===== config.mk =====
export PLATFORM = sky130hd
export DESIGN_NAME = cmd_uart_rx_flat
export DESIGN_NICKNAME = d
export VERILOG_FILES = /design/src/rtl/iagc_pkg.sv /design/src/rtl/cmd_uart_rx_if.sv /design/src/rtl/sync_2ff.sv /design/src/rtl/cmd_uart_rx.sv /design/src/flat_wrapper.sv
export SDC_FILE = /design/constraint.sdc
export NUM_CORES = 1
export LEC_CHECK = 0
export BUFFER_PORTS_ARGS = -buffer_cell sky130_fd_sc_hd__buf_4
export CAP_MARGIN = 20
export CORE_ASPECT_RATIO = 1.4
export CORE_MARGIN = 2
export CORE_UTILIZATION = 62
export CTS_BUF_LIST = sky130_fd_sc_hd__clkbuf_8 sky130_fd_sc_hd__clkbuf_16
export CTS_CLUSTER_DIAMETER = 200
export DETAILED_ROUTE_END_ITERATION = 12
export PLACE_DENSITY = 0.83
export SYNTH_ARGS = -nofsm -noshare
export SYNTH_HDL_FRONTEND = slang
export SYNTH_HIERARCHICAL = 1
export SYNTH_SLANG_ARGS = --single-unit

===== constraint.sdc =====
create_clock -name i_clock -period 4.5 [get_ports i_clock]
set_input_delay 0.45 -clock i_clock [delete_from_list [all_inputs] [get_ports i_clock]]
set_output_delay 0.45 -clock i_clock [all_outputs]
set_load 0.005 [all_outputs]

===== src/rtl/iagc_pkg.sv =====
// Shared IAGC definitions: status encodings, serial receiver FSM states and
// default baud divisor for the 100 MHz / 115200 host line.
package iagc_pkg;

   typedef enum logic [3:0] {
      IAGC_RESET     = 4'b0000,
      IAGC_CLEAN_MEM = 4'b1000
   } iagc_status_e;

   typedef enum logic [2:0] {
      RX_IDLE,
      RX_START,
      RX_DATA,
      RX_PARITY,
      RX_STOP,
      RX_WAIT_HIGH
   } rx_state_e;

   localparam int unsigned DEFAULT_CLKS_PER_BIT = 868;

endpackage


===== src/rtl/cmd_uart_rx_if.sv =====
// Command-word bundle from the serial receiver to the IAGC command unit.
interface cmd_uart_rx_if #(
   parameter int unsigned DATA_SIZE = 8
);
   logic [DATA_SIZE-1:0] o_cmd;
   logic                 o_cmd_valid;
   logic                 o_frame_error;
   logic                 o_parity_error;
   logic                 o_busy;

   modport master (
      output o_cmd, o_cmd_valid, o_frame_error, o_parity_error, o_busy
   );

   modport slave (
      input  o_cmd, o_cmd_valid, o_frame_error, o_parity_error, o_busy
   );
endinterface


===== src/rtl/sync_2ff.sv =====
// Generic two-flop synchroniser for asynchronous inputs; flops preset to
// RESET_VAL so the output is well defined straight out of reset.
module sync_2ff #(
   parameter int unsigned          WIDTH     = 1,
   parameter logic [WIDTH-1:0]     RESET_VAL = '0
) (
   input  logic             i_clock,
   input  logic             i_reset_n,
   input  logic [WIDTH-1:0] i_d,
   output logic [WIDTH-1:0] o_q
);
   logic [WIDTH-1:0] r_meta;
   logic [WIDTH-1:0] r_sync;

   always_ff @(posedge i_clock or negedge i_reset_n) begin
      if (!i_reset_n) begin
         r_meta <= RESET_VAL;
         r_sync <= RESET_VAL;
      end else begin
         r_meta <= i_d;
         r_sync <= r_meta;
      end
   end

   assign o_q = r_sync;
endmodule


===== src/rtl/cmd_uart_rx.sv =====
// Serial command receiver: 8N1 (or 8E1 with CMD_UART_RX_PARITY_EN defined)
// frames from the host line, delivered as command words with a valid strobe.
module cmd_uart_rx
   import iagc_pkg::*;
#(
   parameter int unsigned DATA_SIZE    = 8,
   parameter int unsigned CLKS_PER_BIT = DEFAULT_CLKS_PER_BIT
) (
   input  logic           i_clock,
   input  logic           i_reset_n,
   input  logic           i_rx,
   cmd_uart_rx_if.master  if_cmd
);
   localparam int unsigned BAUD_W = $clog2(CLKS_PER_BIT);
   localparam int unsigned BIT_W  = (DATA_SIZE > 1) ? $clog2(DATA_SIZE) : 1;
   localparam logic [BAUD_W-1:0] BAUD_LAST = BAUD_W'(CLKS_PER_BIT - 1);
   localparam logic [BAUD_W-1:0] BAUD_HALF = BAUD_W'(CLKS_PER_BIT / 2 - 1);
   localparam logic [BIT_W-1:0]  BIT_LAST  = BIT_W'(DATA_SIZE - 1);

   logic                 w_rx_s;
   rx_state_e            r_state,  w_state_nx;
   logic [BAUD_W-1:0]    r_baud,   w_baud_nx, w_baud_inc;
   logic                 w_baud_end;
   logic [BIT_W-1:0]     r_bitcnt, w_bitcnt_nx;
   logic [DATA_SIZE-1:0] r_shift,  w_shift_nx;
   logic [DATA_SIZE-1:0] r_cmd,    w_cmd_nx;
   logic                 r_cmd_valid, w_cmd_valid_nx;
   logic                 r_frame_err, w_frame_err_nx;
`ifdef CMD_UART_RX_PARITY_EN
   logic                 r_par_fault, w_par_fault_nx;
   logic                 r_par_err,   w_par_err_nx;
`endif

   sync_2ff #(
      .WIDTH     (1),
      .RESET_VAL (1'b1)
   ) u_sync_rx (
      .i_clock   (i_clock),
      .i_reset_n (i_reset_n),
      .i_d       (i_rx),
      .o_q       (w_rx_s)
   );

   always_ff @(posedge i_clock or negedge i_reset_n) begin
      if (!i_reset_n) begin
         r_state     <= RX_IDLE;
         r_baud      <= '0;
         r_bitcnt    <= '0;
         r_shift     <= '0;
         r_cmd       <= '0;
         r_cmd_valid <= 1'b0;
         r_frame_err <= 1'b0;
`ifdef CMD_UART_RX_PARITY_EN
         r_par_fault <= 1'b0;
         r_par_err   <= 1'b0;
`endif
      end else begin
         r_state     <= w_state_nx;
         r_baud      <= w_baud_nx;
         r_bitcnt    <= w_bitcnt_nx;
         r_shift     <= w_shift_nx;
         r_cmd       <= w_cmd_nx;
         r_cmd_valid <= w_cmd_valid_nx;
         r_frame_err <= w_frame_err_nx;
`ifdef CMD_UART_RX_PARITY_EN
         r_par_fault <= w_par_fault_nx;
         r_par_err   <= w_par_err_nx;
`endif
      end
   end

   always_comb begin
      w_state_nx     = r_state;
      w_baud_nx      = r_baud;
      w_bitcnt_nx    = r_bitcnt;
      w_shift_nx     = r_shift;
      w_cmd_nx       = r_cmd;
      w_cmd_valid_nx = 1'b0;
      w_frame_err_nx = 1'b0;
`ifdef CMD_UART_RX_PARITY_EN
      w_par_fault_nx = r_par_fault;
      w_par_err_nx   = 1'b0;
`endif
      w_baud_end = (r_baud == BAUD_LAST);
      w_baud_inc = w_baud_end ? '0 : r_baud + 1'b1;

      case (r_state)
         RX_IDLE: begin
            w_baud_nx = '0;
            if (!w_rx_s) begin
               w_state_nx  = RX_START;
               w_bitcnt_nx = '0;
`ifdef CMD_UART_RX_PARITY_EN
               w_par_fault_nx = 1'b0;
`endif
            end
         end

         // Mid-start check; a line that is already high again was a glitch.
         RX_START: begin
            if (r_baud == BAUD_HALF) begin
               w_baud_nx  = '0;
               w_state_nx = w_rx_s ? RX_IDLE : RX_DATA;
            end else begin
               w_baud_nx = w_baud_inc;
            end
         end

         RX_DATA: begin
            w_baud_nx = w_baud_inc;
            if (w_baud_end) begin
               w_shift_nx                = r_shift >> 1;
               w_shift_nx[DATA_SIZE-1]   = w_rx_s;
               w_bitcnt_nx               = r_bitcnt + 1'b1;
               if (r_bitcnt == BIT_LAST) begin
`ifdef CMD_UART_RX_PARITY_EN
                  w_state_nx = RX_PARITY;
`else
                  w_state_nx = RX_STOP;
`endif
               end
            end
         end

`ifdef CMD_UART_RX_PARITY_EN
         RX_PARITY: begin
            w_baud_nx = w_baud_inc;
            if (w_baud_end) begin
               w_par_fault_nx = (w_rx_s != ^r_shift);
               w_state_nx     = RX_STOP;
            end
         end
`endif

         RX_STOP: begin
            w_baud_nx = w_baud_inc;
            if (w_baud_end) begin
               if (w_rx_s) begin
                  w_state_nx = RX_IDLE;
`ifdef CMD_UART_RX_PARITY_EN
                  if (r_par_fault) begin
                     w_par_err_nx = 1'b1;
                  end else begin
                     w_cmd_nx       = r_shift;
                     w_cmd_valid_nx = 1'b1;
                  end
`else
                  w_cmd_nx       = r_shift;
                  w_cmd_valid_nx = 1'b1;
`endif
               end else begin
                  w_frame_err_nx = 1'b1;
                  w_state_nx     = RX_WAIT_HIGH;
               end
            end
         end

         // Hold off after a low stop bit so a break is not taken as a start.
         RX_WAIT_HIGH: begin
            w_baud_nx = '0;
            if (w_rx_s) w_state_nx = RX_IDLE;
         end

         default: begin
            w_baud_nx  = '0;
            w_state_nx = RX_IDLE;
         end
      endcase
   end

   assign if_cmd.o_cmd         = r_cmd;
   assign if_cmd.o_cmd_valid   = r_cmd_valid;
   assign if_cmd.o_frame_error = r_frame_err;
   assign if_cmd.o_busy        = (r_state != RX_IDLE);
`ifdef CMD_UART_RX_PARITY_EN
   assign if_cmd.o_parity_error = r_par_err;
`else
   assign if_cmd.o_parity_error = 1'b0;
`endif
endmodule


===== src/flat_wrapper.sv =====
// flat-port wrapper written by rule: the top's interface ports become plain ports
module cmd_uart_rx_flat import iagc_pkg::*;
#(
   parameter int unsigned DATA_SIZE    = 8,
   parameter int unsigned CLKS_PER_BIT = DEFAULT_CLKS_PER_BIT
)
  (i_clock, i_reset_n, i_rx, if_cmd_o_cmd, if_cmd_o_cmd_valid, if_cmd_o_frame_error, if_cmd_o_parity_error, if_cmd_o_busy);
  cmd_uart_rx_if #(.DATA_SIZE(DATA_SIZE)) if_cmd_i ();
  input  logic i_clock;
  input  logic i_reset_n;
  input  logic i_rx;
  output wire logic [$bits(if_cmd_i.o_cmd)-1:0] if_cmd_o_cmd;
  output wire logic [$bits(if_cmd_i.o_cmd_valid)-1:0] if_cmd_o_cmd_valid;
  output wire logic [$bits(if_cmd_i.o_frame_error)-1:0] if_cmd_o_frame_error;
  output wire logic [$bits(if_cmd_i.o_parity_error)-1:0] if_cmd_o_parity_error;
  output wire logic [$bits(if_cmd_i.o_busy)-1:0] if_cmd_o_busy;
  assign if_cmd_o_cmd = if_cmd_i.o_cmd;
  assign if_cmd_o_cmd_valid = if_cmd_i.o_cmd_valid;
  assign if_cmd_o_frame_error = if_cmd_i.o_frame_error;
  assign if_cmd_o_parity_error = if_cmd_i.o_parity_error;
  assign if_cmd_o_busy = if_cmd_i.o_busy;
  cmd_uart_rx #(.DATA_SIZE(DATA_SIZE), .CLKS_PER_BIT(CLKS_PER_BIT)) u_core (.i_clock(i_clock), .i_reset_n(i_reset_n), .i_rx(i_rx), .if_cmd(if_cmd_i));
endmodule

==> impl_metrics.env <==
export IMPL_synth_fa_ha_area_share_pct=3.06
export IMPL_dpl_cell_area_mm2=0.00176
export IMPL_synth_xor_area_share_pct=4.82
export IMPL_p_per_area_mw_per_mm2=301
export IMPL_antenna_found_initial=0
export IMPL_grt_ovfl_total=0
export IMPL_grt_max_degree=37
export IMPL_cts_buffers=5
export IMPL_syn_nets=141
export IMPL_final_common_cell="dfrtp_1"
export IMPL_via_per_inst=5.73
export IMPL_fin_skew_ns=0.00489
export IMPL_rrSetupSlack_ns=2.47
export IMPL_drv_cap=0
export IMPL_r2r_start="u_core/r_baud[0]$_DFF_PN0_"
export IMPL_tns_ns=0
export IMPL_drc=0
export IMPL_cts_resized=0
export IMPL_synth_cells=134
export IMPL_clock_tree_buffer_depth=2
export IMPL_grt_pass1_wl_um=5040
export IMPL_slowest_delay_ns=0.57
export IMPL_synth_edf_count=0
export IMPL_wl_per_cell_um=15.3
export IMPL_die_y_um=64.8
export IMPL_worstMarginPinSlew_ns=0.716
export IMPL_port_buffer_count=13
export IMPL_synth_distinct_cells=33
export IMPL_place_congestion=0.805
export IMPL_grt_pass1_vias=1131
export IMPL_cts_htree_levels=2
export IMPL_ctsHoldBuffers=0
export IMPL_leakagePower_nw=0.898
export IMPL_slowest_stage="a21oi_1"
export IMPL_die_area_mm2=0.00307
export IMPL_relSlewSlack_pct=52.2
export IMPL_hold_viol=0
export IMPL_async_flop_share_pct=100
export IMPL_fin_nets=157
export IMPL_root_buffer="clkbuf_8"
export IMPL_initial_core_util_pct=63.9
export IMPL_ys_seq_area_share_pct=55.2
export IMPL_clock_fmax_ghz=0.494
export IMPL_drtIter0Drc=38
export IMPL_cts_sinks=36
export IMPL_synthMuxAreaShare_pct=11.9
export IMPL_synth_area_mm2=0.00164
export IMPL_power_mw=0.556
export IMPL_crit_end="u_core/r_baud[4]$_DFF_PN0_"
export IMPL_ir_drop_v=0.000253
export IMPL_tritoncts="yes"
export IMPL_finalCritPeriodShare_pct=45.0
export IMPL_yosys_top_cells_area="dfrtp_1 52%, mux2_2 8.3%, xnor2_1 3.7%"
export IMPL_cts_setup_buffers=0
export IMPL_core_mm2=0.00256
export IMPL_ioPinCount=15
export IMPL_rsz0062_at_grt="false"
export IMPL_synth_top_area_share_pct=52.0
export IMPL_rows=22
export IMPL_yosys_area_share_simple_pct=19.2
export IMPL_fin_area_mm2=0.00185
export IMPL_r2r_end="u_core/r_baud[4]$_DFF_PN0_"
export IMPL_status="finished clean"
export IMPL_dieWidth_um=47.4
export IMPL_synth_top_family_by_area="simple AND/OR/NAND/NOR gates"
export IMPL_drtPass1Iterations=4
export IMPL_path_cells="ha_1, nand4bb_1, or2_2, a21oi_1, nor3_1"
export IMPL_vias=1072
export IMPL_final_util_pct=72.2
export IMPL_min_period_ns=2.03
export IMPL_setup_violations=0
export IMPL_wirelength_um=2850
export IMPL_start_kind="flip-flop"
export IMPL_clkLatencyLatePin_ns=0.29
export IMPL_hold_class="primary input to asynchronous set/reset pin"
export IMPL_ys_ff_latch=36
export IMPL_yosys_warnings=6
export IMPL_cp_end_kind="flip-flop"
export IMPL_dp_hpwl_um=1990
export IMPL_drive_above_1_share_pct=29.1
export IMPL_crit_type="flip-flop to flip-flop"
export IMPL_synth_compound_area_share_pct=3.75
export IMPL_synthFlopType="dfrtp_1"
export IMPL_cp_max_fo=10
export IMPL_critPathArrivalTime_ns=2.16
export IMPL_area_growth_pct=12.9
export IMPL_yosys_area_top_type="dfrtp_1"
export IMPL_worst_ep_required_time_ns=4.64
export IMPL_r2r_cells=5
export IMPL_ant_nets=0
export IMPL_crit_start="u_core/r_baud[0]$_DFF_PN0_"
export IMPL_path_clk_slew_ns=0.07
export IMPL_layout_common_cells="34 x dfrtp_1, 13 x buf_4, 12 x nor3_1, 12 x mux2_2, 9 x nand2_1"
export IMPL_diodes=0
export IMPL_drv_slew=0
export IMPL_avgSynthCellArea_um2=12.2
export IMPL_grt_total_usage_pct=23.6
[how the worst min path moves through the flow]
stage | start | end | cells past startpoint | slack, ns
4_1_cts | i_reset_n | u_core/r_shift[0]$_DFFE_PN0P_ | 1 | 0.11
3_5_place_dp | u_core/u_sync_rx/r_meta$_DFF_PN1_ | u_core/u_sync_rx/o_q$_DFF_PN1_ | 0 | 0.35
3_3_place_gp | u_core/u_sync_rx/r_meta$_DFF_PN1_ | u_core/u_sync_rx/o_q$_DFF_PN1_ | 0 | 0.35
6_report | i_reset_n | u_core/r_shift[1]$_DFFE_PN0P_ | 1 | 0.09
5_1_grt | i_reset_n | u_core/r_shift[1]$_DFFE_PN0P_ | 1 | 0.13
2_1_floorplan | i_reset_n | u_core/if_cmd.o_cmd[0]$_DFFE_PN0P_ | 0 | 0.15
[flip-flops by register name, summed over array words and instances (netlist names)]
signal and cells:
u_core/r_baud 10, u_core/if_cmd.o_cmd 8, u_core/u_sync_rx/o_q 1, u_core/if_cmd.o_frame_error 1, u_core/r_shift 8, u_core/u_sync_rx/r_meta 1
u_core/if_cmd.o_cmd_valid 1, u_core/r_bitcnt 3, u_core/r_state 3
[synthesized netlist by cell type, types with 2 or more instances]
master	number
a21oi_1	3
clkbuf_1	3
dfrtp_1	34
dfstp_2	2
ha_1	4
inv_1	3
mux2_2	12
mux2_4	4
nand2_1	9
nand3_1	8
nand3_4	2
nand4_1	5
nor2_1	5
nor3_1	12
or3_1	3
xnor2_1	7
xor2_1	2
[cells by family after synthesis]
logic type / Yosys count
other: 1
buffers and inverters: 7
XOR/XNOR: 9
AO/OA/AOI/OAI: 9
adder cells (fa/ha/maj): 4
AND/OR/NAND/NOR: 52
multiplexers: 16
flip-flops: 36
[report_power, final]
group | leakage, nW | switching, mW | internal, mW | total, mW
logic | 0.368 | 0.00620 | 0.00136 | 0.00756
clock network | 0.0479 | 0.114 | 0.108 | 0.222
registers | 0.481 | 0.00128 | 0.325 | 0.326
total | 0.898 | 0.122 | 0.434 | 0.556
[final cells by class]
type,instances,area [um2]
Clock buffer,5,68.8
Clock inverter,3,18.8
Fill cell,194,712
Inverter,3,11.3
Multi-Input combinational cell,91,703
Sequential cell,36,903
Tap cell,36,45.0
Timing Repair Buffer,13,97.6
[per-layer routing]
layer / track usage, % / vias up / routed length, um
met4: 9.72 / 0 / 76
met2: 37.8 / 28 / 1530
li1: - / 508 / -
met5: 0 / - / 0
met3: 8.64 / 8 / 120
met1: 27.2 / 528 / 1120
[worst max-delay path: cells and delay by family, from the launching register on]
family | cells | cell delay (ns)
DFF | 1 | 0.40
AOI/OAI and AO/OA | 1 | 0.57
adders and majority gates | 1 | 0.24
and+or+nand+nor | 3 | 0.68
[metrics by stage]
step,instances,hold WS [ns],worst slack (ns)
floorplan,134,0.154,2.67
global placement,179,0.346,2.56
detailed placement,179,0.348,2.49
CTS,187,0.109,2.45
global route,187,0.125,2.26
finish,187,0.0928,2.47
No activity file was read; power rests on OpenSTA's default activity.
